**src/rtl/alu_seq_if.sv**
```systemverilog
`default_nettype none
// ============================================================================
// Module      : alu_seq_if
// Description : Operand/result handshake bundle between decode and alu_seq.
// Revision    : 1.0 - initial release
// ============================================================================
interface alu_seq_if #(
    parameter int WIDTH = 8
);
    logic             in_valid;
    logic             in_ready;
    logic [3:0]       s;
    logic [WIDTH-1:0] A;
    logic [WIDTH-1:0] B;
    logic             out_valid;
    logic             out_ready;
    logic [WIDTH-1:0] F;
    logic             zf;
    logic             cf;
    logic             nf;
    logic             vf;
    logic             err;

    modport master (
        output in_valid, s, A, B, out_ready,
        input  in_ready, out_valid, F, zf, cf, nf, vf, err
    );

    modport slave (
        input  in_valid, s, A, B, out_ready,
        output in_ready, out_valid, F, zf, cf, nf, vf, err
    );
endinterface
`default_nettype wire

```
**src/rtl/alu_seq.sv**
```systemverilog
`default_nettype none
// ============================================================================
// Module      : alu_seq
// Description : Sequential ALU with flags, multi-cycle shifts and shift-add MUL.
// Revision    : 1.0 - initial release
// ============================================================================
module alu_seq #(
    parameter int WIDTH = 8,
    parameter int SHW   = $clog2(WIDTH)
) (
    input  logic      clk,
    input  logic      rst_n,
    alu_seq_if.slave  bus
);
    localparam int         c_cw     = SHW + 1;
    localparam logic [1:0] c_idle   = 2'd0;
    localparam logic [1:0] c_busy   = 2'd1;
    localparam logic [1:0] c_done   = 2'd2;
    localparam logic [3:0] c_op_add = 4'd0;
    localparam logic [3:0] c_op_sub = 4'd1;
    localparam logic [3:0] c_op_and = 4'd2;
    localparam logic [3:0] c_op_or  = 4'd3;
    localparam logic [3:0] c_op_xor = 4'd4;
    localparam logic [3:0] c_op_nta = 4'd5;
    localparam logic [3:0] c_op_ntb = 4'd6;
    localparam logic [3:0] c_op_zro = 4'd7;
    localparam logic [3:0] c_op_shl = 4'd8;
    localparam logic [3:0] c_op_shr = 4'd9;
    localparam logic [3:0] c_op_mul = 4'd10;

    logic [1:0]         r_state;
    logic [3:0]         r_op;
    logic [WIDTH-1:0]   r_a;
    logic [WIDTH-1:0]   r_b;
    logic [2*WIDTH-1:0] r_mcand;
    logic [2*WIDTH-1:0] r_acc;
    logic [c_cw-1:0]    r_cnt;
    logic               r_sh_zero;
    logic [WIDTH-1:0]   r_f;
    logic               r_zf, r_cf, r_nf, r_vf, r_err;

    logic               w_accept;
    logic [SHW-1:0]     w_amt;
    logic [c_cw-1:0]    w_steps;
    logic [WIDTH:0]     w_sum;
    logic [WIDTH:0]     w_diff;
    logic [2*WIDTH-1:0] w_acc;
    logic [WIDTH-1:0]   w_a_next;
    logic [WIDTH-1:0]   w_res;
    logic               w_cf, w_vf, w_err;

    assign bus.in_ready  = (r_state == c_idle) && rst_n;
    assign bus.out_valid = (r_state == c_done);
    assign bus.F         = r_f;
    assign bus.zf        = r_zf;
    assign bus.cf        = r_cf;
    assign bus.nf        = r_nf;
    assign bus.vf        = r_vf;
    assign bus.err       = r_err;

    assign w_accept = bus.in_valid && bus.in_ready;
    assign w_amt    = bus.B[SHW-1:0];

    // Number of BUSY cycles; a zero-length shift still takes one cycle.
    always_comb begin
        w_steps = c_cw'(1);
        if ((bus.s == c_op_shl || bus.s == c_op_shr) && w_amt != '0)
            w_steps = {1'b0, w_amt};
        else if (bus.s == c_op_mul)
            w_steps = c_cw'(WIDTH);
    end

    assign w_sum  = {1'b0, r_a} + {1'b0, r_b};
    assign w_diff = {1'b0, r_a} - {1'b0, r_b};
    assign w_acc  = r_acc + (r_b[0] ? r_mcand : '0);

    always_comb begin
        w_res    = '0;
        w_cf     = 1'b0;
        w_vf     = 1'b0;
        w_err    = 1'b0;
        w_a_next = r_a;
        case (r_op)
            c_op_add: begin
                w_res = w_sum[WIDTH-1:0];
                w_cf  = w_sum[WIDTH];
                w_vf  = (r_a[WIDTH-1] == r_b[WIDTH-1]) && (w_sum[WIDTH-1] != r_a[WIDTH-1]);
            end
            c_op_sub: begin
                w_res = w_diff[WIDTH-1:0];
                w_cf  = w_diff[WIDTH];
                w_vf  = (r_a[WIDTH-1] != r_b[WIDTH-1]) && (w_diff[WIDTH-1] != r_a[WIDTH-1]);
            end
            c_op_and: w_res = r_a & r_b;
            c_op_or:  w_res = r_a | r_b;
            c_op_xor: w_res = r_a ^ r_b;
            c_op_nta: w_res = ~r_a;
            c_op_ntb: w_res = ~r_b;
            c_op_zro: w_res = '0;
            c_op_shl: begin
                w_a_next = r_a << 1;
                w_res    = r_sh_zero ? r_a : w_a_next;
                w_cf     = !r_sh_zero && r_a[WIDTH-1];
            end
            c_op_shr: begin
                w_a_next = r_a >> 1;
                w_res    = r_sh_zero ? r_a : w_a_next;
                w_cf     = !r_sh_zero && r_a[0];
            end
            c_op_mul: begin
                w_res = w_acc[WIDTH-1:0];
                w_vf  = |w_acc[2*WIDTH-1:WIDTH];
            end
            default: w_err = 1'b1;
        endcase
    end

    always_ff @(posedge clk or negedge rst_n) begin
        if (!rst_n) begin
            r_state   <= c_idle;
            r_op      <= '0;
            r_a       <= '0;
            r_b       <= '0;
            r_mcand   <= '0;
            r_acc     <= '0;
            r_cnt     <= '0;
            r_sh_zero <= 1'b0;
            r_f       <= '0;
            r_zf      <= 1'b0;
            r_cf      <= 1'b0;
            r_nf      <= 1'b0;
            r_vf      <= 1'b0;
            r_err     <= 1'b0;
        end else begin
            case (r_state)
                c_idle: begin
                    if (w_accept) begin
                        r_op      <= bus.s;
                        r_a       <= bus.A;
                        r_b       <= bus.B;
                        r_mcand   <= {{WIDTH{1'b0}}, bus.A};
                        r_acc     <= '0;
                        r_cnt     <= w_steps;
                        r_sh_zero <= (w_amt == '0);
                        r_state   <= c_busy;
                    end
                end
                c_busy: begin
                    // Multiplier bits are consumed from r_b LSB-first.
                    r_a     <= w_a_next;
                    r_acc   <= w_acc;
                    r_mcand <= r_mcand << 1;
                    r_b     <= r_b >> 1;
                    r_cnt   <= r_cnt - c_cw'(1);
                    if (r_cnt == c_cw'(1)) begin
                        r_state <= c_done;
                        r_f     <= w_res;
                        r_zf    <= (w_res == '0);
                        r_nf    <= w_res[WIDTH-1];
                        r_cf    <= w_cf;
                        r_vf    <= w_vf;
                        r_err   <= w_err;
                    end
                end
                c_done: begin
                    if (bus.out_ready)
                        r_state <= c_idle;
                end
                default: r_state <= c_idle;
            endcase
        end
    end
endmodule
`default_nettype wire

```
**src/flat_wrapper.sv**
```systemverilog
// flat-port wrapper written by rule: the top's interface ports become plain ports
module alu_seq_flat 
#(
    parameter int WIDTH = 8,
    parameter int SHW   = $clog2(WIDTH)
)
  (clk, rst_n, bus_in_valid, bus_s, bus_A, bus_B, bus_out_ready, bus_in_ready, bus_out_valid, bus_F, bus_zf, bus_cf, bus_nf, bus_vf, bus_err);
  alu_seq_if #(.WIDTH(WIDTH)) bus_i ();
  input  logic clk;
  input  logic rst_n;
  input wire logic [$bits(bus_i.in_valid)-1:0] bus_in_valid;
  input wire logic [$bits(bus_i.s)-1:0] bus_s;
  input wire logic [$bits(bus_i.A)-1:0] bus_A;
  input wire logic [$bits(bus_i.B)-1:0] bus_B;
  input wire logic [$bits(bus_i.out_ready)-1:0] bus_out_ready;
  output wire logic [$bits(bus_i.in_ready)-1:0] bus_in_ready;
  output wire logic [$bits(bus_i.out_valid)-1:0] bus_out_valid;
  output wire logic [$bits(bus_i.F)-1:0] bus_F;
  output wire logic [$bits(bus_i.zf)-1:0] bus_zf;
  output wire logic [$bits(bus_i.cf)-1:0] bus_cf;
  output wire logic [$bits(bus_i.nf)-1:0] bus_nf;
  output wire logic [$bits(bus_i.vf)-1:0] bus_vf;
  output wire logic [$bits(bus_i.err)-1:0] bus_err;
  assign bus_i.in_valid = bus_in_valid;
  assign bus_i.s = bus_s;
  assign bus_i.A = bus_A;
  assign bus_i.B = bus_B;
  assign bus_i.out_ready = bus_out_ready;
  assign bus_in_ready = bus_i.in_ready;
  assign bus_out_valid = bus_i.out_valid;
  assign bus_F = bus_i.F;
  assign bus_zf = bus_i.zf;
  assign bus_cf = bus_i.cf;
  assign bus_nf = bus_i.nf;
  assign bus_vf = bus_i.vf;
  assign bus_err = bus_i.err;
  alu_seq #(.WIDTH(WIDTH), .SHW(SHW)) u_core (.clk(clk), .rst_n(rst_n), .bus(bus_i));
endmodule
```
**config.mk**
```make
export PLATFORM = sky130hd
export DESIGN_NAME = alu_seq_flat
export DESIGN_NICKNAME = d
export VERILOG_FILES = /design/src/rtl/alu_seq_if.sv /design/src/rtl/alu_seq.sv /design/src/flat_wrapper.sv
export SDC_FILE = /design/constraint.sdc
export NUM_CORES = 1
export LEC_CHECK = 0
export CORE_AREA = 2 2 88 132
export CTS_BUF_LIST = sky130_fd_sc_hd__clkbuf_4
export CTS_CLUSTER_DIAMETER = 150
export CTS_CLUSTER_SIZE = 30
export DETAILED_ROUTE_END_ITERATION = 12
export DIE_AREA = 0 0 90 134
export PLACE_DENSITY = 0.7
export SLEW_MARGIN = 30
export SYNTH_ARGS = -nofsm -noshare
export SYNTH_HDL_FRONTEND = slang
export SYNTH_SLANG_ARGS = --single-unit
export TNS_END_PERCENT = 50
```
**constraint.sdc**
```tcl
create_clock -name clk -period 3 [get_ports clk]
set_input_delay 0.3 -clock clk [delete_from_list [all_inputs] [get_ports clk]]
set_output_delay 0.3 -clock clk [all_outputs]
set_load 0.005 [all_outputs]
```
# Word level (Yosys, flattened, before mapping)
# Cells that the tools add are included.
word_totals:
  in_bits: 24
  wordCells: 93
  ff_bits: 72
  out_inout_bits: 15
op_classes:
  n_eq_ne: 24
  n_reduce_logical: 22
  n_mux: 24
  n_addsub: 4
  bitwise: 5
ops:
  columns: ["operator", "n"]
  rows:
  - ["8-bit one-hot mux with 10 select lines", 1]
  - ["16-bit one-hot mux with 2 select lines", 2]
  - ["16-bit two-way mux", 3]
  - ["8-bit one-hot mux with 2 select lines", 3]
  - ["8-bit two-way mux", 4]
  - ["4-bit == test (second input constant)", 6]
  - ["16-bit adder", 1]
  - ["4-bit by 3-bit == test with 1-bit output (second input constant)", 4]
  - ["8-bit inverter", 2]
  - ["4-bit two-way mux", 3]
  - ["11-bit OR reduction", 1]
  - ["8-bit by 8-bit adder with 9-bit output", 1]
  - ["8-bit by 8-bit subtractor with 9-bit output", 1]
  - ["8-bit AND", 1]
  - ["4-bit by 1-bit == test with 1-bit output (second input constant)", 2]
  - ["4-bit by 2-bit == test with 1-bit output (second input constant)", 2]
  - ["8-bit logical NOT", 1]
  - ["8-bit bitwise OR", 1]
  - ["4-bit one-hot mux with 2 select lines", 1]
  - ["8-bit OR reduction", 1]
  - ["8-bit bitwise XOR", 1]
  - ["1-bit logical AND", 7]
  - ["2-bit two-way mux", 3]
  - ["2-bit one-hot mux with 3 select lines", 1]
  - ["20 further kinds", 26]

# Depth between registers and ports, before layout
logic_depth:
  depth_word: 6
  mapped_depth: 12
  ltp_nobuf: 11

# Worst setup path before layout
# Ideal clock, no wire load.
synth_timing:
  kind: "register -> register"
  from: "reg u_core.r_a[4]"
  to: "reg u_core.r_vf (netlist: u_core.bus.vf)"
  path_stages_with_launch: 13
  slack_ns: 0.169
  setup_ns: 0.132
  path_buffers: 2
  t_required_ns: 2.868
  synth_period_minus_slack_ns: 2.831
  t_arrival_ns: 2.699
  cell_sequence: "dfrtp_1 > clkbuf_1 > inv_1 > ha_1 > buf_6 > and3_4 > a2111o_1 > a21o_2 > a21oi_2 > mux2i_1 > o211ai_1 > nor4b_1 > a31oi_1"
synth_via:
  elab_chain_len: 4
  word_cells_on_any_way: 7
  classes_between: "add/sub: 2; eq/ne: 2; mux: 1; reduce/logical: 2"
synth_lines:
  columns: ["item", "line", "text"]
  rows:
  - ["start, declared", "alu_seq.sv:33", "logic [WIDTH-1:0] r_a;"]
  - ["start signal, assigned", "alu_seq.sv:139", "r_a <= bus.A;"]
  - ["start signal, assigned", "alu_seq.sv:150", "r_a <= w_a_next;"]
  - ["8-bit by 8-bit subtractor with 9-bit output / 8-bit by 8-bit adder with 9-bit output (equally long branches)", "alu_seq.sv:74, alu_seq.sv:73", null]
  - ["1-bit inequality test, on equally long branches", "alu_seq.sv:92, alu_seq.sv:87", null]
  - ["1-bit logical AND, on equally long branches", "alu_seq.sv:92, alu_seq.sv:87", null]
  - ["1-bit one-hot mux with 3 select lines (*)", "alu_seq.sv:83", "case (r_op)"]
  - ["end signal, assigned", "alu_seq.sv:161", "r_vf <= w_vf;"]
  - ["end, declared", "alu_seq.sv:40", "logic r_zf, r_cf, r_nf, r_vf, r_err;"]
# Mark *: on every way between the ends. The rest lies on a longest branch, timed or not.
# A chain may end at the register's enable or synchronous reset.

# Final worst setup path
layout_timing:
  from: "reg u_core.r_mcand[0]"
  to: "reg u_core.r_vf (netlist: u_core.bus.vf)"
layout_via:
  elab_chain_len: 4
layout_lines:
  columns: ["item", "line", "text"]
  rows:
  - ["start, declared", "alu_seq.sv:35", "logic [2*WIDTH-1:0] r_mcand;"]
  - ["start signal, assigned", "alu_seq.sv:141", "r_mcand <= {{WIDTH{1'b0}}, bus.A};"]
  - ["start signal, assigned", "alu_seq.sv:152", "r_mcand <= r_mcand << 1;"]
  - ["16-bit two-way mux", "alu_seq.sv:75", "assign w_acc = r_acc + (r_b[0] ? r_mcand : '0);"]
  - ["16-bit adder", "alu_seq.sv:75", null]
  - ["8-bit OR reduction", "alu_seq.sv:112", "w_vf = |w_acc[2*WIDTH-1:WIDTH];"]
  - ["1-bit one-hot mux with 3 select lines", "alu_seq.sv:83", null]
# Every way passes these cells.

==> run metrics <==
Synth area leader=dfrtp_1; drt pass-1 iters=6; Layout Cells excl Fill=between 800 and 900; largest cells by area after synthesis=dfrtp_1 (33%), ha_1 (9.6%), nand2_1 (7.6%); Die X-Extent=~90 µm; violated checks=hold timing; Routed Wire Length=about 17000 µm; Worst R2R Path Depth=11; Hold Path Class=input pin to asynchronous set/reset pin; Setup Crit Path Kind=flop to flop; number of global-route vias before repair=around 5200; FF+latch count, synth=71; Port Buffer Count=38; worst vdd ir=between 0.5 and 0.6 mV; final setup vio count=0; Leak Pwr=~0.0027 µW; row cnt=47; Post-synth EDFFs=0; Final Worst Setup Slack=0.0482 ns; first-pass GRT wire length=about 27000 µm; top cell type's share of synthesized area=between 30% and 40%; final hold vios=between 70 and 80; delay-heaviest family, CP=compound AO/OA/AOI/OAI gates; clock period minus worst slack=roughly 3 ns; Core ar.=between 10000 and 15000 µm²; clk slew on worst S/H paths=0.13 ns; Layout area overhead=17.3%; Worst-Margin Slew=around 0.9 ns; crit path max fanout=3; Post-Synthesis Cell Area=5320 µm²; commonest non-fill, non-tap cell in the layout=nand2_1; Synth cell types=66; fraction of layout cells with a size suffix above 1=around 11%; Critical Path End Type=flop; Critical Path RT=around 3.3 ns; Max-Cap Viols=0; Mean Syn Cell Area=8.14 µm²; number of synthesis warnings=0; Min Hold Slack=-0.0504 ns; Cell Chain, Critical Path=and2_1 > ha_1 > fa_1 > a21oi_2 > o21ai_1 > o21ai_1 > a31oi_2 > mux2_2 > o2111ai_1 > nor4b_2 > a31oi_1; RR Endpoint=u_core.bus.vf; Detail Route Antenna Nets=0; Worst-Skew Late Latency=0.46 ns; most frequent cells in the layout=nand2_1 (108), dfrtp_1 (70), nor2_1 (52), o21ai_0 (47), buf_4 (42); vias per inst=slightly above 6; wire length per cell=20.0 µm; die footprint=approximately 12000 µm²; CP startpoint kind=flop; DRC Markers=0; Final Net Count=approximately 780; initial antenna violation count=0; final period utilization=98.4%; PwrDens=1330 nW/µm²; total gr overflow=0; Slew HR=between 30 and 40%; syn_nets=between 700 and 800; pre-CTS WS=-0.0516 ns; Num Clock Sinks=just over 70; Buf+Inv Stages, Crit Path=0; via count=around 5200; clock buffer depth=2; largest net degree at the start of global routing=just over 70; Synth Flop Type=dfrtp_1; die height=134 µm; Mapped Cells=roughly 650; initial DRC count=449; Reg2Reg Setup Slack=about 0.048 ns; max frequency=between 300 and 400 MHz; Synth async-reset ratio=100%; Worst Path Arrival=3.28 ns; status=finished with violations; HPWL Detailed=between 10000 and 15000 µm; Slew Limit Fails=0; Worst Skew=about 0.0086 ns; RR Startpoint=u_core.r_mcand[0]; Top cell by count, worst path=o21ai_1; GRT Total Usage=between 20 and 30%; CTS tree=built; max incr delay on CP=0.45 ns; CTS Root Cell=clkbuf_4; Seq/Total Area, Yosys=approximately 33%; utilization after layout=between 50% and 60%; GP Congestion=between 0.9 and 1; Initial Utilization=48.7%; io pins=39; CP max-delay cell=fa_1; fill cell count=~1000; H-tree levels=3; placed insts=843; cts hold-fix bufs=0; diode count=0; total CTS buffers=9
-- layer usage --
metal	share of wire, %	global-route usage [%]	vias up
li1	-	-	2450
met1	39	33.1	2524
met2	52	52.6	175
met3	4.0	3.20	56
met4	5.1	15.5	0
met5	0	0	-
-- timing repair --
| item | CTS | global route |
|---|---|---|
| cloned | 0 | 0 |
| endpoints found under the hold margin | 0 | 0 |
| endpoints found under the setup margin | 2 | 4 |
| resized for setup | 6 | 10 |
| pin swaps | 1 | 1 |
| buffers inserted | 0 | 1 |
-- layout make-up --
type                       instances  area, µm²  area share, %
multi-input combinational        514       3310           53.1
clock buffer                       9       67.6           1.08
timing repair buffer              82        722           11.6
sequential                        71       1780           28.5
clock inverter                     6       62.6           1.00
inverter                          30        113           1.80
tap                              147        184           2.95
-- kinds of logic (layout without fill, tap and decap cells) --
| group | count (synthesis) | after routing | share of synthesized area, % |
|---|---|---|---|
| AO/OA/AOI/OAI | 197 | 197 | 24.3 |
| adder cells (fa/ha/maj) | 44 | 44 | 10.8 |
| AND/OR/NAND/NOR | 248 | 248 | 21.7 |
| multiplexers | 10 | 10 | 1.90 |
| flip-flops | 71 | 71 | 33.4 |
| XOR/XNOR | 15 | 15 | 2.47 |
| buffers and inverters | 69 | 127 | 5.41 |
-- power by group --
group	total [µW]	leakage (µW)	internal, µW	switching (µW)
Combinational	5770	0.00178	2440	3320
Clock	636	0.0000654	246	390
Sequential	1880	0.000872	1420	461
-- Yosys cell counts (5+ instances only) --
library cell	n
a22oi_1	10
nand2_1	108
nand3_1	13
nor2_1	52
o22ai_1	13
o211ai_1	12
nor3_1	14
buf_2	5
mux2i_1	9
a31oi_1	14
a211oi_1	7
nor3b_1	7
inv_1	30
dfrtp_1	71
o21ai_0	50
nand2b_1	11
ha_1	41
xnor2_1	11
a21oi_1	37
clkbuf_1	25
and2_1	18
buf_1	5
nor2b_1	5
-- worst max-delay path by stage --
stage	startpoint	to	slack, ns	cells after the start
after CTS	u_core.r_mcand[0]	u_core.bus.vf	0.03	11
after global routing	u_core.r_b[0]	u_core.bus.vf	-0.05	11
after floorplan	u_core.r_a[4]	u_core.bus.vf	0.17	12
after detailed placement	u_core.r_mcand[0]	u_core.bus.vf	-0.05	11
final	u_core.r_mcand[0]	u_core.bus.vf	0.05	11
after global placement	u_core.r_b[2]	u_core.bus.zf	0.004	9
-- through the flow --
step	total power, µW	setup TNS, ns	hold slack (ns)	cell area (µm²)
2_1_floorplan	5500	0	0.00441	5320
3_3_place_gp	7330	0	0.464	6050
3_5_place_dp	7440	-0.0781	0.464	6050
4_1_cts	8130	0	0.105	6190
5_1_grt	8920	-0.0509	0.0170	6240
6_report	8280	0	-0.0504	6240
-- state kept, by name (all words and copies together), names as in the netlist --
name,cells
u_core.r_mcand,16
u_core.r_sh_zero,1
u_core.r_cnt,4
u_core.bus.zf,1
u_core.bus.cf,1
u_core.r_a,8
u_core.bus.F,8
u_core.bus.vf,1
u_core.r_state,2
u_core.r_b,8
u_core.r_op,4
u_core.bus.err,1
u_core.r_acc,16
Power figures use the tool's default switching activity.
